[config.mk]
export PLATFORM = sky130hd
export DESIGN_NAME = fetch_stage_flat
export DESIGN_NICKNAME = d
export VERILOG_FILES = /design/src/rtl/fetch_stage_if.sv /design/src/rtl/fetch_stage.sv /design/src/flat_wrapper.sv
export SDC_FILE = /design/constraint.sdc
export NUM_CORES = 1
export LEC_CHECK = 0
export BUFFER_PORTS_ARGS = -buffer_cell sky130_fd_sc_hd__buf_2
export CAP_MARGIN = 20
export CORE_ASPECT_RATIO = 2
export CORE_MARGIN = 2
export CORE_UTILIZATION = 55
export CTS_CLUSTER_DIAMETER = 200
export DETAILED_ROUTE_END_ITERATION = 12
export HOLD_SLACK_MARGIN = 0.08
export PLACE_DENSITY = 0.8
export SLEW_MARGIN = 20
export SYNTH_ARGS = -nofsm -noshare
export SYNTH_HDL_FRONTEND = slang
export SYNTH_SLANG_ARGS = --single-unit
[constraint.sdc]
create_clock -name clk -period 6.74 [get_ports clk]
set_input_delay 0.337 -clock clk [delete_from_list [all_inputs] [get_ports clk]]
set_output_delay 0.337 -clock clk [all_outputs]
set_load 0.05 [all_outputs]
[src/rtl/fetch_stage_if.sv]
// Instruction bus between the fetch stage (master) and instruction memory (slave).
// A request stays asserted with a stable address until iresp_data_ok completes it.
interface fetch_stage_if;
  logic        ireq_valid;
  logic [63:0] ireq_addr;
  logic        iresp_data_ok;
  logic [31:0] iresp_data;

  modport master (
    output ireq_valid,
    output ireq_addr,
    input  iresp_data_ok,
    input  iresp_data
  );

  modport slave (
    input  ireq_valid,
    input  ireq_addr,
    output iresp_data_ok,
    output iresp_data
  );
endinterface

[src/rtl/fetch_stage.sv]
// Instruction-fetch stage with IF/ID register: owns the PC, issues instruction
// requests, parks one word across stalls and drains in-flight requests on redirect.
module fetch_stage #(
  parameter logic [63:0] PC_RESET = 64'h8000_0000
) (
  input  logic          clk,
  input  logic          resetn,
  input  logic          PCWrite,
  input  logic          IF_ID_Write,
  input  logic          redirect_valid,
  input  logic [63:0]   redirect_pc,
  fetch_stage_if.master ibus,
  output logic          if_valid,
  output logic [63:0]   if_pc,
  output logic [31:0]   if_instr
);

  typedef enum logic [1:0] {
    S_IDLE  = 2'd0,
    S_FETCH = 2'd1,
    S_BUF   = 2'd2,
    S_DROP  = 2'd3
  } state_e;

  state_e      state_q, state_d;
  logic [63:0] pc_q, pc_d;
  logic [63:0] pend_pc_q, pend_pc_d;
  logic [31:0] buf_instr_q, buf_instr_d;
  logic        if_valid_q, if_valid_d;
  logic [63:0] if_pc_q, if_pc_d;
  logic [31:0] if_instr_q, if_instr_d;
  logic        ireq_valid_q, ireq_valid_d;
  logic        advance_s;

  assign advance_s = PCWrite && IF_ID_Write;

  // Next-state and register-update logic for the fetch FSM.
  always_comb begin
    state_d     = state_q;
    pc_d        = pc_q;
    pend_pc_d   = pend_pc_q;
    buf_instr_d = buf_instr_q;
    if_valid_d  = if_valid_q;
    if_pc_d     = if_pc_q;
    if_instr_d  = if_instr_q;

    case (state_q)
      S_IDLE: begin
        state_d = S_FETCH;
      end
      S_FETCH: begin
        if (ibus.iresp_data_ok) begin
          if (redirect_valid) begin
            pc_d       = redirect_pc;
            if_valid_d = 1'b0;
          end else if (advance_s) begin
            if_valid_d = 1'b1;
            if_pc_d    = pc_q;
            if_instr_d = ibus.iresp_data;
            pc_d       = pc_q + 64'd4;
          end else begin
            buf_instr_d = ibus.iresp_data;
            state_d     = S_BUF;
          end
        end else if (redirect_valid) begin
          pend_pc_d  = redirect_pc;
          if_valid_d = 1'b0;
          state_d    = S_DROP;
        end else if (IF_ID_Write) begin
          if_valid_d = 1'b0;
        end else begin
          if_valid_d = if_valid_q;
        end
      end
      S_BUF: begin
        if (redirect_valid) begin
          pc_d       = redirect_pc;
          if_valid_d = 1'b0;
          state_d    = S_FETCH;
        end else if (advance_s) begin
          if_valid_d = 1'b1;
          if_pc_d    = pc_q;
          if_instr_d = buf_instr_q;
          pc_d       = pc_q + 64'd4;
          state_d    = S_FETCH;
        end else begin
          state_d = S_BUF;
        end
      end
      S_DROP: begin
        // The old request must complete before the latest redirect target is fetched.
        if (IF_ID_Write) begin
          if_valid_d = 1'b0;
        end else begin
          if_valid_d = if_valid_q;
        end
        if (redirect_valid) begin
          pend_pc_d  = redirect_pc;
          if_valid_d = 1'b0;
        end else begin
          pend_pc_d = pend_pc_q;
        end
        if (ibus.iresp_data_ok) begin
          pc_d    = redirect_valid ? redirect_pc : pend_pc_q;
          state_d = S_FETCH;
        end else begin
          state_d = S_DROP;
        end
      end
      default: begin
        state_d = S_IDLE;
      end
    endcase

    ireq_valid_d = (state_d == S_FETCH) || (state_d == S_DROP);
  end

  // State and pipeline registers.
  always_ff @(posedge clk or negedge resetn) begin
    if (!resetn) begin
      state_q      <= S_IDLE;
      pc_q         <= PC_RESET;
      pend_pc_q    <= 64'd0;
      buf_instr_q  <= 32'd0;
      if_valid_q   <= 1'b0;
      if_pc_q      <= 64'd0;
      if_instr_q   <= 32'd0;
      ireq_valid_q <= 1'b0;
    end else begin
      state_q      <= state_d;
      pc_q         <= pc_d;
      pend_pc_q    <= pend_pc_d;
      buf_instr_q  <= buf_instr_d;
      if_valid_q   <= if_valid_d;
      if_pc_q      <= if_pc_d;
      if_instr_q   <= if_instr_d;
      ireq_valid_q <= ireq_valid_d;
    end
  end

  assign ibus.ireq_valid = ireq_valid_q;
  assign ibus.ireq_addr  = pc_q;
  assign if_valid        = if_valid_q;
  assign if_pc           = if_pc_q;
  assign if_instr        = if_instr_q;

endmodule

[src/flat_wrapper.sv]
// flat-port wrapper written by rule: the top's interface ports become plain ports
module fetch_stage_flat 
#(
  parameter logic [63:0] PC_RESET = 64'h8000_0000
)
  (clk, resetn, PCWrite, IF_ID_Write, redirect_valid, redirect_pc, if_valid, if_pc, if_instr, ibus_ireq_valid, ibus_ireq_addr, ibus_iresp_data_ok, ibus_iresp_data);
  fetch_stage_if ibus_i ();
  input  logic clk;
  input  logic resetn;
  input  logic PCWrite;
  input  logic IF_ID_Write;
  input  logic redirect_valid;
  input  logic [63:0] redirect_pc;
  output logic if_valid;
  output logic [63:0] if_pc;
  output logic [31:0] if_instr;
  output wire logic [$bits(ibus_i.ireq_valid)-1:0] ibus_ireq_valid;
  output wire logic [$bits(ibus_i.ireq_addr)-1:0] ibus_ireq_addr;
  input wire logic [$bits(ibus_i.iresp_data_ok)-1:0] ibus_iresp_data_ok;
  input wire logic [$bits(ibus_i.iresp_data)-1:0] ibus_iresp_data;
  assign ibus_ireq_valid = ibus_i.ireq_valid;
  assign ibus_ireq_addr = ibus_i.ireq_addr;
  assign ibus_i.iresp_data_ok = ibus_iresp_data_ok;
  assign ibus_i.iresp_data = ibus_iresp_data;
  fetch_stage #(.PC_RESET(PC_RESET)) u_core (.clk(clk), .resetn(resetn), .PCWrite(PCWrite), .IF_ID_Write(IF_ID_Write), .redirect_valid(redirect_valid), .redirect_pc(redirect_pc), .ibus(ibus_i), .if_valid(if_valid), .if_pc(if_pc), .if_instr(if_instr));
endmodule
==> qor.csv, run 1 <==
stage;metric;value;unit
synth;synthesized instance count;1134;
sta;Final Skew;0.008217;ns
sta;RSZ-0062 raised after global routing;false;
sta;final setup vio count;0;
placement;Post-DP HPWL;23990;µm
layout;share of cells above drive strength 1;33.54;%
grt;initial antenna violation count;1;
critical_path;Crit path required time;7.21;ns
synth;Synth Area in Compound Gates;14.23;%
clocking;post-CTS setup buffers;0;
synth;synth cell count leaders;dfrtp_1, mux2_2, nand2_1;
grt;first-pass GRT wire length;58340;µm
synth;top-count cell post-synth;dfrtp_1;
layout;synth-to-layout area growth;26.25;%
sta;final hold violation count;0;
synth;FFs w/ async S/R, synth;100.0;%
sta;setup tns final;0;ns
synth;flops & latches, synth;259;
floorplanning;Die Span Y;215.3;µm
placement;IO Port Bufs;263;
clocking;hold buffer count at CTS;82;
route;post-route ant nets;0;
route;DRT Pass-1 Iters;7;
clocking;CTS tree;yes;
synth;sequential cell area fraction in the yosys report;52.78;%
critical_path;kind of critical path;reg2reg;
route;DR WL/cell;21.24;µm
min_path;min-delay worst type;in2reg;
sta;Hold Slack;0.09717;ns
route;Residual DRC;0;
sta;Slew headroom;20.77;%
clocking;htree depth;1;
synth;Primary FF master, synth;dfrtp_1;
sta;Worst Tran Pin Value;1.179;ns
critical_path;kind of start point of the critical path;flop;
critical_path;Critical R2R Launch;u_core.ibus.ireq_valid;
sta;fmax;291.1;MHz
critical_path;Worst EP arrival;3.91;ns
route;via count;10700;
clocking;clock root cell;clkbuf_16;
power_and_ir_drop;Power Dens Cells;568.7;nW/µm²
floorplanning;Initial Util;55.67;%
clocking;clk buf depth;3;
clocking;clock sinks;259;
critical_path;Critical Path Sink Type;flop;
route;Iter 0 DRT Violations;827;
synth;Synth area leader;dfrtp_1;
power_and_ir_drop;Max VDD drop;417.0;µV
job;max-cap violations;0;
power_and_ir_drop;combinational share of power;48.5;%
grt;overall routing resource usage;31.58;%
layout;fin nets;1550;
synth;share of the synthesized area in the top cell type;52.56;%
clocking;Worst-path clk slew;0.07;ns
placement;Placer Congestion;0.9137;
synth;Post-Synth Simple-Gate Area;11.96;%
synth;syn avg cell area;10.83;µm²
clocking;cts bufs inserted;24;
synth;largest family of logic cells by synthesized area;multiplexers;
synth;EDFF count, synth;0;
critical_path;Worst Setup SP;u_core.ibus.ireq_valid;
floorplanning;Die X;109.7;µm
power_and_ir_drop;Sw Ratio;48.95;%
synth;XOR/XNOR Fraction of Synth Area;0;%
synth;mux contribution to synthesized area;17.53;%
sta;Tcrit/Tclk final;50.97;%
sta;max-slew violation count;0;
synth;Synth cell types;61;
route;final wirelength;36850;µm
clocking;PostCTS Resize Cnt;0;
clocking;Worst-Skew Late Latency;0.54;ns
status;status;complete, no violations;
synth;synthesized netlist net count;1241;
floorplanning;Core Region;22060;µm²
grt;grt total ovfl;0;
synth;ranking of synthesized cells by area;dfrtp_1, mux2_2, a21oi_1;
route;vias per cell;6.166;
sta;fin crit period;3.435;ns
synth;YS warnings;0;
placement;DP Worst Slack;3.411;ns
power_and_ir_drop;Pleak;0.006780;µW
sta;setup ws final;3.305;ns
power_and_ir_drop;Power Total;8820;µW
floorplanning;Site Rows;77;
floorplanning;IO Pins;264;
synth;Post-Syn Area;12280;µm²
power_and_ir_drop;Reg power frac;34.5;%
grt;largest net degree at the start of global routing;145;
grt;number of global-route vias before repair;11300;
power_and_ir_drop;NetSw;4317;µW
power_and_ir_drop;clock share of power;16.9;%
power_and_ir_drop;Internal Power;4502;µW
layout;fill cell count;1608;
min_path;hold_sp;redirect_pc[20];
synth;adder-cell share of the synthesized area;0.5093;%
floorplanning;overall die area;23620;µm²
critical_path;CP max FO;35;
layout;final core utilization;70.29;%
-- per-layer routing --
| layer | global-route usage, % | routed length, µm | vias up | share of wire (%) |
|---|---|---|---|---|
| met5 | 0 | 0 | - | 0 |
| met4 | 19.41 | 2346 | 0 | 6.4 |
| met3 | 5.429 | 2353 | 152 | 6.4 |
| met2 | 54.38 | 19350 | 523 | 53 |
| met1 | 35.34 | 12790 | 5230 | 35 |
| li1 | - | - | 4793 | - |
-- worst paths after layout --
path	endpoint	slack [ns]	depth (start not counted)
setup / recovery	u_core.ibus.ireq_addr[26]	3.30	8
hold / removal	u_core.pend_pc_q[20]	0.1	2
setup reg to reg	u_core.ibus.ireq_addr[26]	3.30	8
hold reg to reg	u_core.if_instr[15]	0.47	2
max in group asynchronous	u_core.if_instr[5]	4.92	3
min in group asynchronous	u_core.if_instr[27]	0.46	2
-- power by group through the flow --
stage / Combinational (µW) / Sequential [µW] / Clock (µW)
3_5_place_dp: 4200 / 3020 / 0
6_report: 4280 / 3040 / 1490
4_1_cts: 4250 / 3010 / 1510
5_1_grt: 4550 / 3130 / 1570
2_1_floorplan: 1610 / 4440 / 0
3_3_place_gp: 4110 / 2980 / 0
-- cell type report --
class	count	area (µm²)	share of cell area, %
Clock inverter	8	145.1	0.9359
Tap cell	276	345.3	2.227
Antenna cell	1	2.502	0.01614
Multi-Input combinational cell	783	5492	35.41
Inverter	14	52.55	0.3389
Clock buffer	33	705.7	4.551
Sequential cell	259	6482	41.80
Timing Repair Buffer	361	2282	14.72
-- layout by cell type, fill, tap and decap left out, types with 6 or more instances in the layout --
master,instances
and3_1,12
nor4_1,7
dfrtp_1,258
dlygate4sd3_1,83
a2bb2oi_1,7
buf_2,262
nor2_1,59
mux2_2,153
buf_4,14
a22oi_1,6
clkbuf_16,25
mux2i_1,43
o22a_1,9
and4_1,8
o22ai_1,19
o21ai_0,80
nand3_1,37
nor3_1,25
nand2_1,99
inv_1,13
a21oi_1,93
nand4_1,19
a31oi_1,9
a211oi_1,6
-- stage by stage --
step	std cells	area [µm²]
final	1735	15510
after global routing	1735	15510
after CTS	1732	15490
after detailed placement	1609	13820
after global placement	1609	13820
after floorplan	1134	12280
-- flip-flops by register name, indices dropped and copies added (netlist names) --
signal	cells
u_core.if_pc	64
u_core.state_q	1
u_core.ibus.ireq_addr	64
u_core.if_instr	32
u_core.ibus.ireq_valid	1
u_core.buf_instr_q	32
u_core.pend_pc_q	64
u_core.if_valid	1
-- critical path, cell delays in order (launching register included) --
cell and delay, ns:
dfrtp_1 0.42, ha_1 0.24, clkinv_1 0.05, buf_4 0.30, nand2_1 0.54, buf_4 0.43
nor4_1 0.64, or4b_2 0.64, nand3_1 0.10
-- kinds of logic (layout without fill, tap and decap cells) --
logic type,after synthesis,in the layout
compound gates,285,285
fa+ha+maj,5,5
buf+inv,92,416
flops,259,259
mux,196,196
other cells,0,1
simple gates,297,297
Note: power is estimated with default switching activity, not from simulation.
==> run 2: changes to the inputs <==
--- a/config.mk
+++ b/config.mk
@@ -5,6 +5,7 @@
 export SDC_FILE = /design/constraint.sdc
 export NUM_CORES = 1
 export LEC_CHECK = 0
+export ABC_AREA = 1
 export BUFFER_PORTS_ARGS = -buffer_cell sky130_fd_sc_hd__buf_2
 export CAP_MARGIN = 20
 export CORE_ASPECT_RATIO = 2
==> constraint.sdc (replaced) <==
create_clock -name clk -period 3.5 [get_ports clk]
set_input_delay 0.175 -clock clk [delete_from_list [all_inputs] [get_ports clk]]
set_output_delay 0.175 -clock clk [all_outputs]
set_load 0.05 [all_outputs]
==> run 2 against run 1 <==
Sequential power rose by 87%. Via count rose by 24%. Die area rose by 8.7%. Sequential share of layout area fell by 2.4 points. Clock skew rose by 0.012 ns. Largest power group unchanged. Routed wire length rose by 24%. Non-clock buffer count did not move.
==> qor.csv, run 2 <==
stage;metric;value;unit
status;status;complete, no violations;
synth;Synth area leader;dfrtp_1;
critical_path;Critical Path Sink Type;flop;
floorplanning;Initial Util;55.94;%
layout;fin nets;2121;
synth;synth cell count leaders;nand2_1, dfrtp_1, o21ai_0;
sta;fin crit period;2.656;ns
placement;IO Port Bufs;263;
route;vias per cell;5.700;
synth;synthesized instance count;1711;
route;Residual DRC;0;
clocking;Worst-path clk slew;0.07;ns
synth;YS warnings;0;
placement;Post-Place Cells;2195;
sta;max-slew violation count;0;
critical_path;kind of start point of the critical path;flop;
placement;Post-DP HPWL;32110;µm
critical_path;Worst R2R Path Depth;10;
clocking;clk buf depth;3;
sta;setup tns final;0;ns
critical_path;Worst EP arrival;3.11;ns
min_path;min-delay worst type;in2reg;
clocking;CTS tree;yes;
layout;most common cell after layout, fill and taps aside;nand2_1;
power_and_ir_drop;Pleak;0.007899;µW
route;DR WL/cell;19.63;µm
critical_path;reg-to-reg endpoint;u_core.if_instr[6];
floorplanning;Site Rows;80;
critical_path;R2R Setup Slk;0.84;ns
synth;synthesized netlist net count;1818;
synth;FFs w/ async S/R, synth;100.0;%
grt;grt total ovfl;0;
clocking;Worst-Skew Late Latency;0.54;ns
synth;ranking of synthesized cells by area;dfrtp_1, nand2_1, o21ai_0;
route;post-route ant nets;0;
layout;commonest non-fill, non-tap cells in the layout;nand2_1, buf_2, dfrtp_1, o21ai_0, inv_1;
grt;first-pass GRT wire length;70370;µm
layout;share of cells above drive strength 1;20.58;%
grt;largest net degree at the start of global routing;129;
floorplanning;overall die area;25670;µm²
sta;Hold Slack;0.09321;ns
critical_path;Critical R2R Launch;u_core.ibus.ireq_valid;
route;final wirelength;45500;µm
synth;sequential cell area fraction in the yosys report;48.44;%
sta;final hold violation count;0;
synth;Primary FF master, synth;dfrtp_1;
route;via count;13210;
layout;antenna cells;0;
sta;Final Skew;0.02035;ns
sta;Tcrit/Tclk final;75.90;%
floorplanning;Core Region;23920;µm²
layout;design area;16460;µm²
layout;synth-to-layout area growth;22.96;%
placement;Placer Congestion;0.9676;
critical_path;Crit path required time;3.95;ns
clocking;PostCTS Resize Cnt;0;
floorplanning;Die Span Y;224.6;µm
synth;flops & latches, synth;259;
clocking;clock sinks;259;
synth;share of the synthesized area in the top cell type;48.24;%
sta;fmax;376.5;MHz
layout;fin cells;2318;
grt;number of global-route vias before repair;13360;
clocking;htree depth;1;
sta;RSZ-0062 raised after global routing;false;
layout;final core utilization;68.79;%
critical_path;kind of critical path;reg2reg;
sta;final setup vio count;0;
critical_path;CP max FO;64;
grt;initial antenna violation count;0;
floorplanning;Die X;114.3;µm
clocking;cts bufs inserted;23;
power_and_ir_drop;Power Dens Cells;1071;nW/µm²
route;Iter 0 DRT Violations;1059;
clocking;clock root cell;clkbuf_16;
critical_path;crit path to;u_core.if_instr[6];
min_path;Hold Path Cell Cnt;5;
sta;Slew headroom;38.11;%
job;max-cap violations;0;
grt;overall routing resource usage;35.56;%
sta;Worst Tran Pin Value;0.9284;ns
critical_path;Worst Setup SP;u_core.ibus.ireq_valid;
synth;Post-Syn Area;13380;µm²
route;DRT Pass-1 Iters;5;
synth;Synth cell types;39;
synth;top-count cell post-synth;nand2_1;
power_and_ir_drop;Max VDD drop;807.3;µV
synth;syn avg cell area;7.822;µm²
placement;placed instance area;14860;µm²
synth;EDFF count, synth;0;
floorplanning;IO Pins;264;
-- run 2: worst max-delay path, stage by stage (launching register included) --
cell	delay, ns
dfrtp_1	0.43
inv_1	0.09
ha_1	0.20
buf_4	0.26
inv_1	0.09
buf_4	0.35
nand3_1	0.15
nand2_2	0.09
buf_4	0.52
nor2_1	0.13
a31oi_1	0.22
-- run 2: where the power goes --
group	internal [µW]	switching (µW)	total (µW)
clock	1540	1150	2700
combinational	2330	6900	9230
sequential	4460	1230	5690
-- run 2: layout make-up --
class                      instances  area [µm²]
fill                            1894        7467
clock buffer                      33       663.1
inverter                         175       656.9
sequential                       259        6482
timing repair buffer             361        2292
multi-input combinational       1194        5878
tap                              287       359.1
clock inverter                     9       123.9
-- run 2: what timing repair did --
item / in CTS / in global routing
hold buffers: 81 / 0
hold endpoints to repair: 226 / 0
setup endpoints to repair: 0 / 0
setup buffers: 0 / 0
-- run 2: metrics by stage --
step           setup WS [ns]  power (µW)
3_5_place_dp          0.9558       14710
4_1_cts               0.9236       17500
3_3_place_gp           1.045       14450
6_report              0.8436       17620
2_1_floorplan          1.505       12180
5_1_grt               0.6803       18610
-- run 2: kinds of logic after synthesis --
kind of cell | share of synthesized area, %
and+or+nand+nor | 23.26
buffers and inverters | 7.825
AOI/OAI and AO/OA | 15.58
DFF | 48.44
muxes | 4.432
adders and majority gates | 0.4675
-- run 2: metal layers --
| layer | up-vias | GRT usage (%) | routed length (µm) |
|---|---|---|---|
| met5 | - | 0 | 0 |
| met4 | 0 | 24.86 | 3701 |
| met3 | 187 | 4.931 | 2467 |
| met2 | 604 | 65.25 | 24140 |
| met1 | 6273 | 36.27 | 15190 |
| li1 | 6149 | - | - |
-- run 2: how the worst min path moves through the flow --
| stage | slack, ns | start | to |
|---|---|---|---|
| after floorplan | -0.12 | resetn | u_core.buf_instr_q[0] |
| after global placement | 0.29 | resetn | u_core.if_instr[27] |
| after detailed placement | 0.28 | resetn | u_core.if_instr[25] |
| after CTS | 0.08 | redirect_pc[16] | u_core.pend_pc_q[16] |
| after global routing | 0.11 | redirect_pc[24] | u_core.pend_pc_q[24] |
| final | 0.09 | redirect_pc[16] | u_core.pend_pc_q[16] |
